### src/rtl/f_pc_ctrl.sv
// Fetch-stage PC controller: holds the fetch PC, latches the F/D pipeline register
// and resolves next-PC redirects from the D stage. One delay slot, no flush.
module f_pc_ctrl (
  input  logic        clk,
  input  logic        reset,
  input  logic        stall,
  input  logic        branch_signal_D,
  input  logic [2:0]  npc_op_D,
  input  logic [31:0] rs_fwd_D,
  input  logic [31:0] instr_F,
  output logic [31:0] pc_F,
  output logic [31:0] instr_D,
  output logic [31:0] pc_D,
  output logic [31:0] pc8_D,
  output logic        exc_D
);

  localparam logic [31:0] PC_RESET = 32'h0000_3000;
  localparam logic [31:0] PC_LO    = 32'h0000_3000;
  localparam logic [31:0] PC_HI    = 32'h0000_6FFC;
  localparam logic [31:0] NOP      = 32'h0000_0000;

  localparam logic [2:0] NPC_SEQ    = 3'b000;
  localparam logic [2:0] NPC_BRANCH = 3'b001;
  localparam logic [2:0] NPC_JUMP   = 3'b010;
  localparam logic [2:0] NPC_JR     = 3'b011;

  logic [31:0] pc_f_r;
  logic [31:0] instr_d_r;
  logic [31:0] pc_d_r;
  logic        exc_d_r;

  logic [31:0] pc_plus4_s;
  logic [31:0] imm_off_s;
  logic [31:0] branch_tgt_s;
  logic [31:0] jump_tgt_s;
  logic [31:0] npc_s;
  logic        exc_f_s;

  // Candidate targets; all additions wrap modulo 2^32.
  always_comb begin
    pc_plus4_s   = pc_f_r + 32'd4;
    imm_off_s    = {{14{instr_d_r[15]}}, instr_d_r[15:0], 2'b00};
    branch_tgt_s = pc_d_r + 32'd4 + imm_off_s;
    jump_tgt_s   = {pc_d_r[31:28], instr_d_r[25:0], 2'b00};
  end

  // Next-PC select; unlisted opcodes and a not-taken branch fall through sequentially.
  always_comb begin
    npc_s = pc_plus4_s;
    case (npc_op_D)
      NPC_SEQ: npc_s = pc_plus4_s;
      NPC_BRANCH: begin
        if (branch_signal_D) begin
          npc_s = branch_tgt_s;
        end else begin
          npc_s = pc_plus4_s;
        end
      end
      NPC_JUMP: npc_s = jump_tgt_s;
      NPC_JR:   npc_s = rs_fwd_D;
      default:  npc_s = pc_plus4_s;
    endcase
  end

  // Fetch address error: misaligned or outside the instruction window.
  always_comb begin
    exc_f_s = (pc_f_r[1:0] != 2'b00) || (pc_f_r < PC_LO) || (pc_f_r > PC_HI);
  end

  // PC and F/D register; reset beats stall, stall beats any redirect.
  always_ff @(posedge clk) begin
    if (reset) begin
      pc_f_r    <= PC_RESET;
      instr_d_r <= NOP;
      pc_d_r    <= 32'h0000_0000;
      exc_d_r   <= 1'b0;
    end else if (!stall) begin
      pc_f_r    <= npc_s;
      instr_d_r <= exc_f_s ? NOP : instr_F;
      pc_d_r    <= pc_f_r;
      exc_d_r   <= exc_f_s;
    end else begin
      pc_f_r    <= pc_f_r;
      instr_d_r <= instr_d_r;
      pc_d_r    <= pc_d_r;
      exc_d_r   <= exc_d_r;
    end
  end

  assign pc_F    = pc_f_r;
  assign instr_D = instr_d_r;
  assign pc_D    = pc_d_r;
  assign exc_D   = exc_d_r;
  assign pc8_D   = pc_d_r + 32'd8;

endmodule

### config.mk
export PLATFORM = sky130hd
export DESIGN_NAME = f_pc_ctrl
export DESIGN_NICKNAME = d
export VERILOG_FILES = /design/src/rtl/f_pc_ctrl.sv
export SDC_FILE = /design/constraint.sdc
export NUM_CORES = 1
export LEC_CHECK = 0
export ABC_AREA = 1
export CORE_UTILIZATION = 35
export CTS_BUF_LIST = sky130_fd_sc_hd__clkbuf_8
export CTS_CLUSTER_SIZE = 10
export DETAILED_ROUTE_END_ITERATION = 10
export PLACE_DENSITY_LB_ADDON = 0.1
export SYNTH_ARGS = -nofsm -noshare
export SYNTH_HDL_FRONTEND = slang
export SYNTH_SLANG_ARGS = --single-unit
### constraint.sdc
create_clock -name clk -period 4.1 [get_ports clk]
set_input_delay 1.025 -clock clk [delete_from_list [all_inputs] [get_ports clk]]
set_output_delay 1.025 -clock clk [all_outputs]
set_load 0.01 [all_outputs]
; After elaboration in Yosys (flattened, before gate mapping)
; Cells that the tools add are included.
[op_classes]
n_lt_le_gt_ge = 2
mux = 3
shifts = 0
bitwise_logic = 0
eq_ne = 3
n_mul = 0
reduce_logical = 3
div_mod_pow = 0
add_sub_neg = 4
[op_table]
columns = operator, count
row1 = $pmux W32 S3, 1
row2 = $add A32 B3 Y32 const B, 2
row3 = $mux W32, 2
row4 = $add A32 B32 Y32, 1
row5 = $add A32 B4 Y32 const B, 1
row6 = $gt A32 B15 Y1 const B, 1
row7 = $lt A32 B14 Y1 const B, 1
row8 = $eq A3 B2 Y1 const B, 2
row9 = $eq A3 B1 Y1 const B, 1
row10 = $logic_or A1 B1 Y1, 2
row11 = $reduce_bool A2 Y1, 1
[totals]
memories = 0
out_inout_bits = 129
inputBits = 71
word_cells = 19
register_bits = 97
romBits = 0
mem_bits_rw = 0
latch_bits = 0

; Depth between registers and ports, before layout
[depth]
word_depth = 4
ltp_mapped = 18
depth_no_buf = 18

; Worst setup path before layout
; No wires, ideal clock.
[synth_path]
path_type = reg2out
start = register pc_d_r[3], in the netlist pc_D[3]
end = output port pc8_D[27]
slack_ns = 1.232
n_path_buf = 0
t_arrival_ns = 1.843
t_required_ns = 3.075
path_stages_with_launch = 11
path_cell_list = dfxtp_1 -> ha_1 -> nand2_2 -> nor3_4 -> nand2_2 -> nor2_4 -> nand2_2 -> nor3_4 -> nand3_2 -> nor2_1 -> xor2_1
[synth_via]
elab_chain_len = 1
[synth_lines]
columns = item, line
row1 = start: declaration, 30  ; logic [31:0] pc_d_r;
row2 = start signal: assignment, 81  ; pc_d_r <= pc_f_r;
row3 = start signal: assignment, 86  ; pc_d_r <= pc_d_r;
row4 = $add A32 B4 Y32, 95  ; assign pc8_D = pc_d_r + 32'd8;
row5 = end: declaration, 14  ; output logic [31:0] pc8_D,
; No other way between the ends.

; Worst setup path in the final report
; Same ends and word-level chain as after synthesis.

==> run_results.csv <==
group,metric,value,unit
routing,via_per_inst,5.203,
power,power,2.285,mW
synthesis,synth_cells,1260,
critical_path,slowest_delay,0.55,ns
grt,gr-total-overflow,0,
sta,hold_viol_final,0,
clock_network,tritoncts,"built",
grt,first_global_vias,8638,
critical_path,crit_path_start_kind,"register",
final_layout,final_util,0.4728,
routing,drt-total-wl,31880,um
placed_design,io_buffers,199,
routing,drcViolationCount,4,
critical_path,critPathArrivalTime,2.90,ns
synthesis,syn_avg_cell_area,6.268,um^2
synthesis,synthDistinctLibCells,43,
critical_path,worst_setup_path_end_kind,"output port",
power,power.density,220.1,mW/mm^2
final_layout,syn_to_final_growth,31.45,%
final_layout,antenna_cells,0,
sta,fin_skew,0.02114,ns
grt,grt_usage,0.2788,
sta,fin_ws,0.1721,ns
synthesis,synth.top_cell.area_share,0.2459,
final_layout,fin_nets,1574,
sta,setup_tns,0,ns
run_status,violations,"DRC",
flow_run,max_cap_violations,0,
synthesis,synthesis.area,0.007898,mm^2
die,dieWidth,152.2,um
power,p_leak,4.721,nW
die,io_pins,200,
synthesis,yosysTopAreaCell,"dfxtp_1",
die,core,0.02196,mm^2
die,die_h,152.2,um
critical_path,slowest_stage,"clkdlybuf4s50_1",
critical_path,crit_chain,"ha_2 > nand2_2 > nor3_4 > nand2_2 > nor2_4 > nand2_2 > nor3_4 > nand3_2 > nor2_1 > xor2_1 > clkdlybuf4s50_1",
synthesis,synthTopCellsByArea,"dfxtp_1 (25%), nand2_1 (16%), ha_1 (9.3%)",
critical_path,required,3.07,ns
synthesis,synth_seq_cells,97,
critical_path,path_class,"register to output port",
routing,dr.first_iter.drc_count,687,
clock_network,h-tree-depth,3,
placed_design,place.gp.congestion,0.9575,
routing,wl_per_cell,18.45,um
power,vdd_drop_max,197.4,uV
clock_network,cts.root.buffer_cell,"clkbuf_8",
grt,grt_pass1_wl,49950,um
grt,grt_max_degree,77,
sta,slew_viol_final,0,
final_layout,drive_gt1_frac,0.05180,
sta,worst_pin_slew,0.7933,ns
clock_network,clk_path_buf_depth,2,
synthesis,synth_fp_nets,1391,
grt,grt_antenna_before_repair,0,
sta,finalSetupViolations,0,
clock_network,cts.sinks,97,
sta,rsz0062_at_grt,"no",
placed_design,place_inst,1710,
routing,vias,8991,
worst_hold_path,worstHoldPathType,"register to register",
die,rows,54,
clock_network,clkTransAtPathRegs,0.12,ns
placed_design,place_ws,0.5319,ns
sta,fin_crit_sh,0.9580,
placed_design,place_hpwl,25030,um
die,fp.dieArea,0.02317,mm^2
synthesis,yosysSeqAreaShare,0.2459,
final_layout,fill_cells,2348,
sta,maxSlewHeadroom,0.4706,
final_layout,layout.cells.non_filler,1728,
clock_network,clock_latency,0.40,ns
sta,post-route-min-period,3.928,ns
routing,firstDrtPassIters,9,
run_status,status,"finished with violations",
critical_path,cp_common_cell,"nand2_2",
clock_network,cts_made_buffers,9,
critical_path,cp_max_fo,5,
sta,clock.fmax,254.6,MHz
synthesis,synth_warnings,0,
die,start_util,0.3597,
routing,ant_nets,0,
[Yosys cell counts]
cell type	instances
a21o_1	2
a21oi_1	110
a221oi_1	1
a22oi_1	30
a31oi_1	6
and2_1	2
and3_1	2
buf_1	2
buf_2	2
buf_4	6
clkbuf_1	36
clkinv_1	1
dfxtp_1	97
fa_1	1
ha_1	59
inv_1	170
inv_2	1
nand2_1	329
nand2_2	8
nand2b_1	1
nand3_1	89
nand3_2	2
nand3b_1	3
nand4_1	35
nand4_2	1
nor2_1	99
nor2_2	4
nor2_4	3
nor3_1	20
nor3_4	2
nor3b_1	1
nor3b_2	1
nor4_1	5
nor4_4	2
o2111ai_1	3
o211ai_1	8
o21ai_0	68
o21ai_1	1
o21bai_1	3
o221a_2	1
or2_2	7
xnor2_1	9
xor2_1	27
[critical path: cells and delay by family, from the launching register on]
family | cells | cell delay [ns]
and+or+nand+nor | 8 | 1.17
buffers and inverters | 1 | 0.55
xor gates and xnor gates | 1 | 0.16
adders and majority gates | 1 | 0.21
DFF | 1 | 0.40
[where the power goes]
part	total, mW	internal, mW	switching [mW]
Combinational	0.582	0.274	0.308
Sequential	1.07	0.988	0.0806
Clock	0.635	0.227	0.408
[layer usage]
| metal | track usage | wire length (um) |
|---|---|---|
| met4 | 0.05588 | 419 |
| met5 | 0 | 0 |
| met3 | 0.05916 | 2230 |
| met2 | 0.4442 | 14240 |
| met1 | 0.3865 | 14990 |
[path summary, 6_finish.rpt]
path,from,endpoint,slack (ns),depth (start not counted)
worst min register to register,instr_D[26]$_SDFFE_PP0N_,instr_D[26]$_SDFFE_PP0N_,0.47,2
worst max-delay path,pc_D[3]$_SDFFE_PP0N_,pc8_D[27],0.17,11
worst max register to register,instr_D[15]$_SDFFE_PP0N_,pc_F[30]$_SDFFE_PP0N_,1.19,15
worst min-delay path,instr_D[26]$_SDFFE_PP0N_,instr_D[26]$_SDFFE_PP0N_,0.47,2
[flip-flops by register name (all words and copies together) (netlist names)]
| name | flops |
|---|---|
| instr_D | 32 |
| pc_D | 32 |
| pc_F | 32 |
| exc_D | 1 |
[per-stage QoR]
step	hold slack [ns]	instance area [um^2]
finish	0.4750	10380
global route	0.4897	10380
CTS	0.4779	10360
detailed placement	0.4584	10180
global placement	0.4529	10180
floorplan	0.4900	7898
[cells in the final DEF, fill, tap and decap left out, types with 4 or more instances in the layout]
cell type | netlist | routed
ha_1 | 59 | 58
nor3_1 | 20 | 20
nand3_1 | 89 | 89
o211ai_1 | 8 | 8
nand2_2 | 8 | 8
nor2_2 | 4 | 4
clkbuf_8 | 0 | 9
nor4_1 | 5 | 5
clkdlybuf4s50_1 | 0 | 197
a21oi_1 | 110 | 110
inv_1 | 170 | 169
a31oi_1 | 6 | 6
or2_2 | 7 | 7
inv_6 | 0 | 4
xor2_1 | 27 | 27
nor2_1 | 99 | 99
o21ai_0 | 68 | 68
a22oi_1 | 30 | 30
nand4_1 | 35 | 35
nand2_1 | 329 | 329
xnor2_1 | 9 | 9
buf_4 | 6 | 17
dfxtp_1 | 97 | 93
dfxtp_2 | 0 | 4
[final cells by class]
class,count,area (um^2),share of cell area
inverter,172,645.6,0.06219
timing repair buffer,218,2150,0.2071
sequential,97,1947,0.1875
multi-input combinational,945,5115,0.4927
tap,280,350.3,0.03375
clock inverter,7,50.05,0.004821
clock buffer,9,123.9,0.01193
[cells by family after synthesis]
family          share of synthesized area
flops                              0.2459
fa+ha+maj                         0.09601
simple gates                       0.3465
compound gates                     0.1649
xor+xnor                          0.03992
buf+inv                            0.1068
[what timing repair did]
item                       4_1_cts  5_1_grt
resized for setup                0        5
hold buffers                     0        0
setup buffers                    0        2
setup endpoints to repair        0        4
(Power assumes the default switching activity.)
==> variant: new RTL, same settings <==
Make the reset (`reset`) asynchronous in one clocked block.
--- a/src/rtl/f_pc_ctrl.sv
+++ b/src/rtl/f_pc_ctrl.sv
@@ -70,5 +70,5 @@
 
   // PC and F/D register; reset beats stall, stall beats any redirect.
-  always_ff @(posedge clk) begin
+  always_ff @(posedge clk or posedge reset) begin
     if (reset) begin
       pc_f_r    <= PC_RESET;
Check against the original RTL: differs if reset is asserted again (counterexample within 4 cycles, from zero or initial values and one cycle with reset high); with reset held inactive, the same outputs for 4 cycles.
==> variant against the unedited design <==
Setup slack better by 0.015 ns; global-route usage up 0.47 points; synthesized cell count up 2.1%; sequential cell count unchanged; cell area up 6.2%; non-clock buffer count down 1; via count up 2.4%; area after synthesis up 6.6%; first-iteration DRC count up 1.9%; routed wire length up 7.7%; cell count up 4.5%; critical endpoint unchanged; largest cell class unchanged.
Power is not compared: it rests on default switching activity, and its combinational part moved more than twofold at a synthesized area within 25%.
==> variant: results (changes against the unedited design) <==
fin nets 1,612 (+2.4%); share of layout cells above drive strength 1 0.0390 (-0.0128); vias per std cell 5.10 (-2.0%); Iteration-0 DRC Markers 700 (+1.9%); vias in the first global route 8,855 (+2.5%); Hold/Removal Path Class reg2reg; Post-synth ARST share 1.00 (+1.00); WHS Path Cells 2 (unchanged); gpl congestion 0.968 (+1.1%); initial antenna violation count 0 (unchanged); Post-Syn Nets 1,418 (+1.9%); HPWL Detailed 28.2 mm (+13%); Crit Path Max Fanout 6 (+1); TritonCTS Buffers 9 (unchanged); largest net degree at the start of global routing 67 (-13%); Area after DPL 10,800 sq um (+6.2%); Clock Skews 0.0274 ns (+0.00626 ns); GRT Total Usage 0.283 (+0.00466); Max VDD drop about 0.15 mV; port bufs 199 (unchanged); Ant. Diodes 0 (unchanged); filler instances 2,527 (+7.6%); Routed WL per cell 19.0 microns (+3.1%); Pre-antenna DRT Iters 5 (-4); clk_lat worst skew 0.40 ns (about the same); slowest CP cell clkdlybuf4s50_1; CP peak stage delay 0.55 ns (about the same); status finished clean; first-pass GRT wire length 51.8 mm (+3.7%); GRT overflow 0 (unchanged); r2r endpoint pc_F[30]; synth unique cells 43 (unchanged); Synth top cells by count nand2_1, inv_1, nor2_1; Ys Warns 0 (unchanged); Clock Tree Root clkbuf_8; dominant cells by area after synthesis dfrtp_1, nand2_1, ha_1; H-tree depth 3 (unchanged); CP endpoint pc8_D[27]; Worst-path clk slew 0.11 ns; start point of the critical path pc_D[4]; CTS Buffer Depth 2 (unchanged); flop2flop setup slack 0.90 ns (-0.29 ns); Worst R2R Path Depth 13 (-2); Arrival @ worst endpoint 2.89 ns (about the same); Seq/Total Area, Yosys 0.289 (+0.0428); relative slew slack 0.451 (-0.0195); P_leak between 0.005 and 0.006 uW; worst r2r src instr_D[15]; Worst path top cell family by delay simple AND/OR/NAND/NOR gates
variant: cell types whose count changed in the layout (fill, tap and decap cells not counted), sizes merged, moves of 8 or more:
| cell | change |
|---|---|
| nand2 | +84 |
| a221oi | +9 |
| inv | +23 |
| a22o | +28 |
| nand4 | -10 |
| a22oi | -8 |
| a21oi | -79 |
| o211ai | -8 |
| dfxtp | -97 |
| dfrtp | +95 |
variant: worst min-delay path by stage:
stage	to	slack (ns)	from
after floorplan	pc_F[1]	0.54	pc_F[1]
after global placement	exc_D	0.49	exc_D
after detailed placement	instr_D[26]	0.50	instr_D[26]
after CTS	exc_D	0.53	exc_D
after global routing	instr_D[28]	0.54	instr_D[28]
final	exc_D	0.52	exc_D
variant: per-layer routing:
metal | global-route usage | vias to the layer above | wire, microns | share of wire
li1 | - | 4564 | - | -
met1 | 0.382 | 4321 | 15700 | 0.46
met2 | 0.465 | 270 | 15900 | 0.46
met3 | 0.0380 | 53 | 1790 | 0.052
met4 | 0.0952 | 0 | 929 | 0.027
met5 | 0 | - | 0 | 0
variant: tightest hold or removal path, stage by stage (launching register included):
cell and delay, ns:
dfrtp_1 0.36, nor2_1 0.05, nor2_1 0.08
variant: where the power goes:
group	internal (uW)	leakage (uW)	switching, uW
Sequential	1060	0.00122	225
Clock	252	0.0000973	401
Combinational	592	0.00415	733
Total	1910	0.00547	1360
variant: cell type report:
cell class	count	area, sq um	area share
clock buffer	10	138	0.0125
clock inverter	6	56.3	0.00511
inverter	195	734	0.0666
multi-input combinational	961	5130	0.465
sequential	97	2430	0.221
tap	319	399	0.0362
timing repair buffer	217	2140	0.194
variant: cell families (layout without fill, tap and decap cells):
kind of cell,count (synthesis),in the layout,share of synthesized area
fa+ha+maj,60,60,0.0901
buf+inv,229,428,0.104
flops,97,97,0.289
simple gates,691,691,0.348
compound gates,169,169,0.127
xor+xnor,41,41,0.0427
variant: metrics by stage:
| step | total power [uW] | setup slack (ns) | cells | util | hold slack [ns] |
|---|---|---|---|---|---|
| floorplan | 1890 | 0.545 | 1287 | - | 0.536 |
| global placement | 2620 | 0.619 | 1789 | 0.460 | 0.494 |
| detailed placement | 2620 | 0.564 | 1789 | 0.460 | 0.497 |
| CTS | 3280 | 0.118 | 1805 | 0.468 | 0.527 |
| global route | 3460 | 0.0169 | 1805 | 0.468 | 0.544 |
| finish | 3270 | 0.187 | 1805 | 0.468 | 0.521 |
variant: timing repair:
action	CTS	global route
buffers inserted	0	0
setup endpoints to repair	0	2
gates resized for setup	0	2
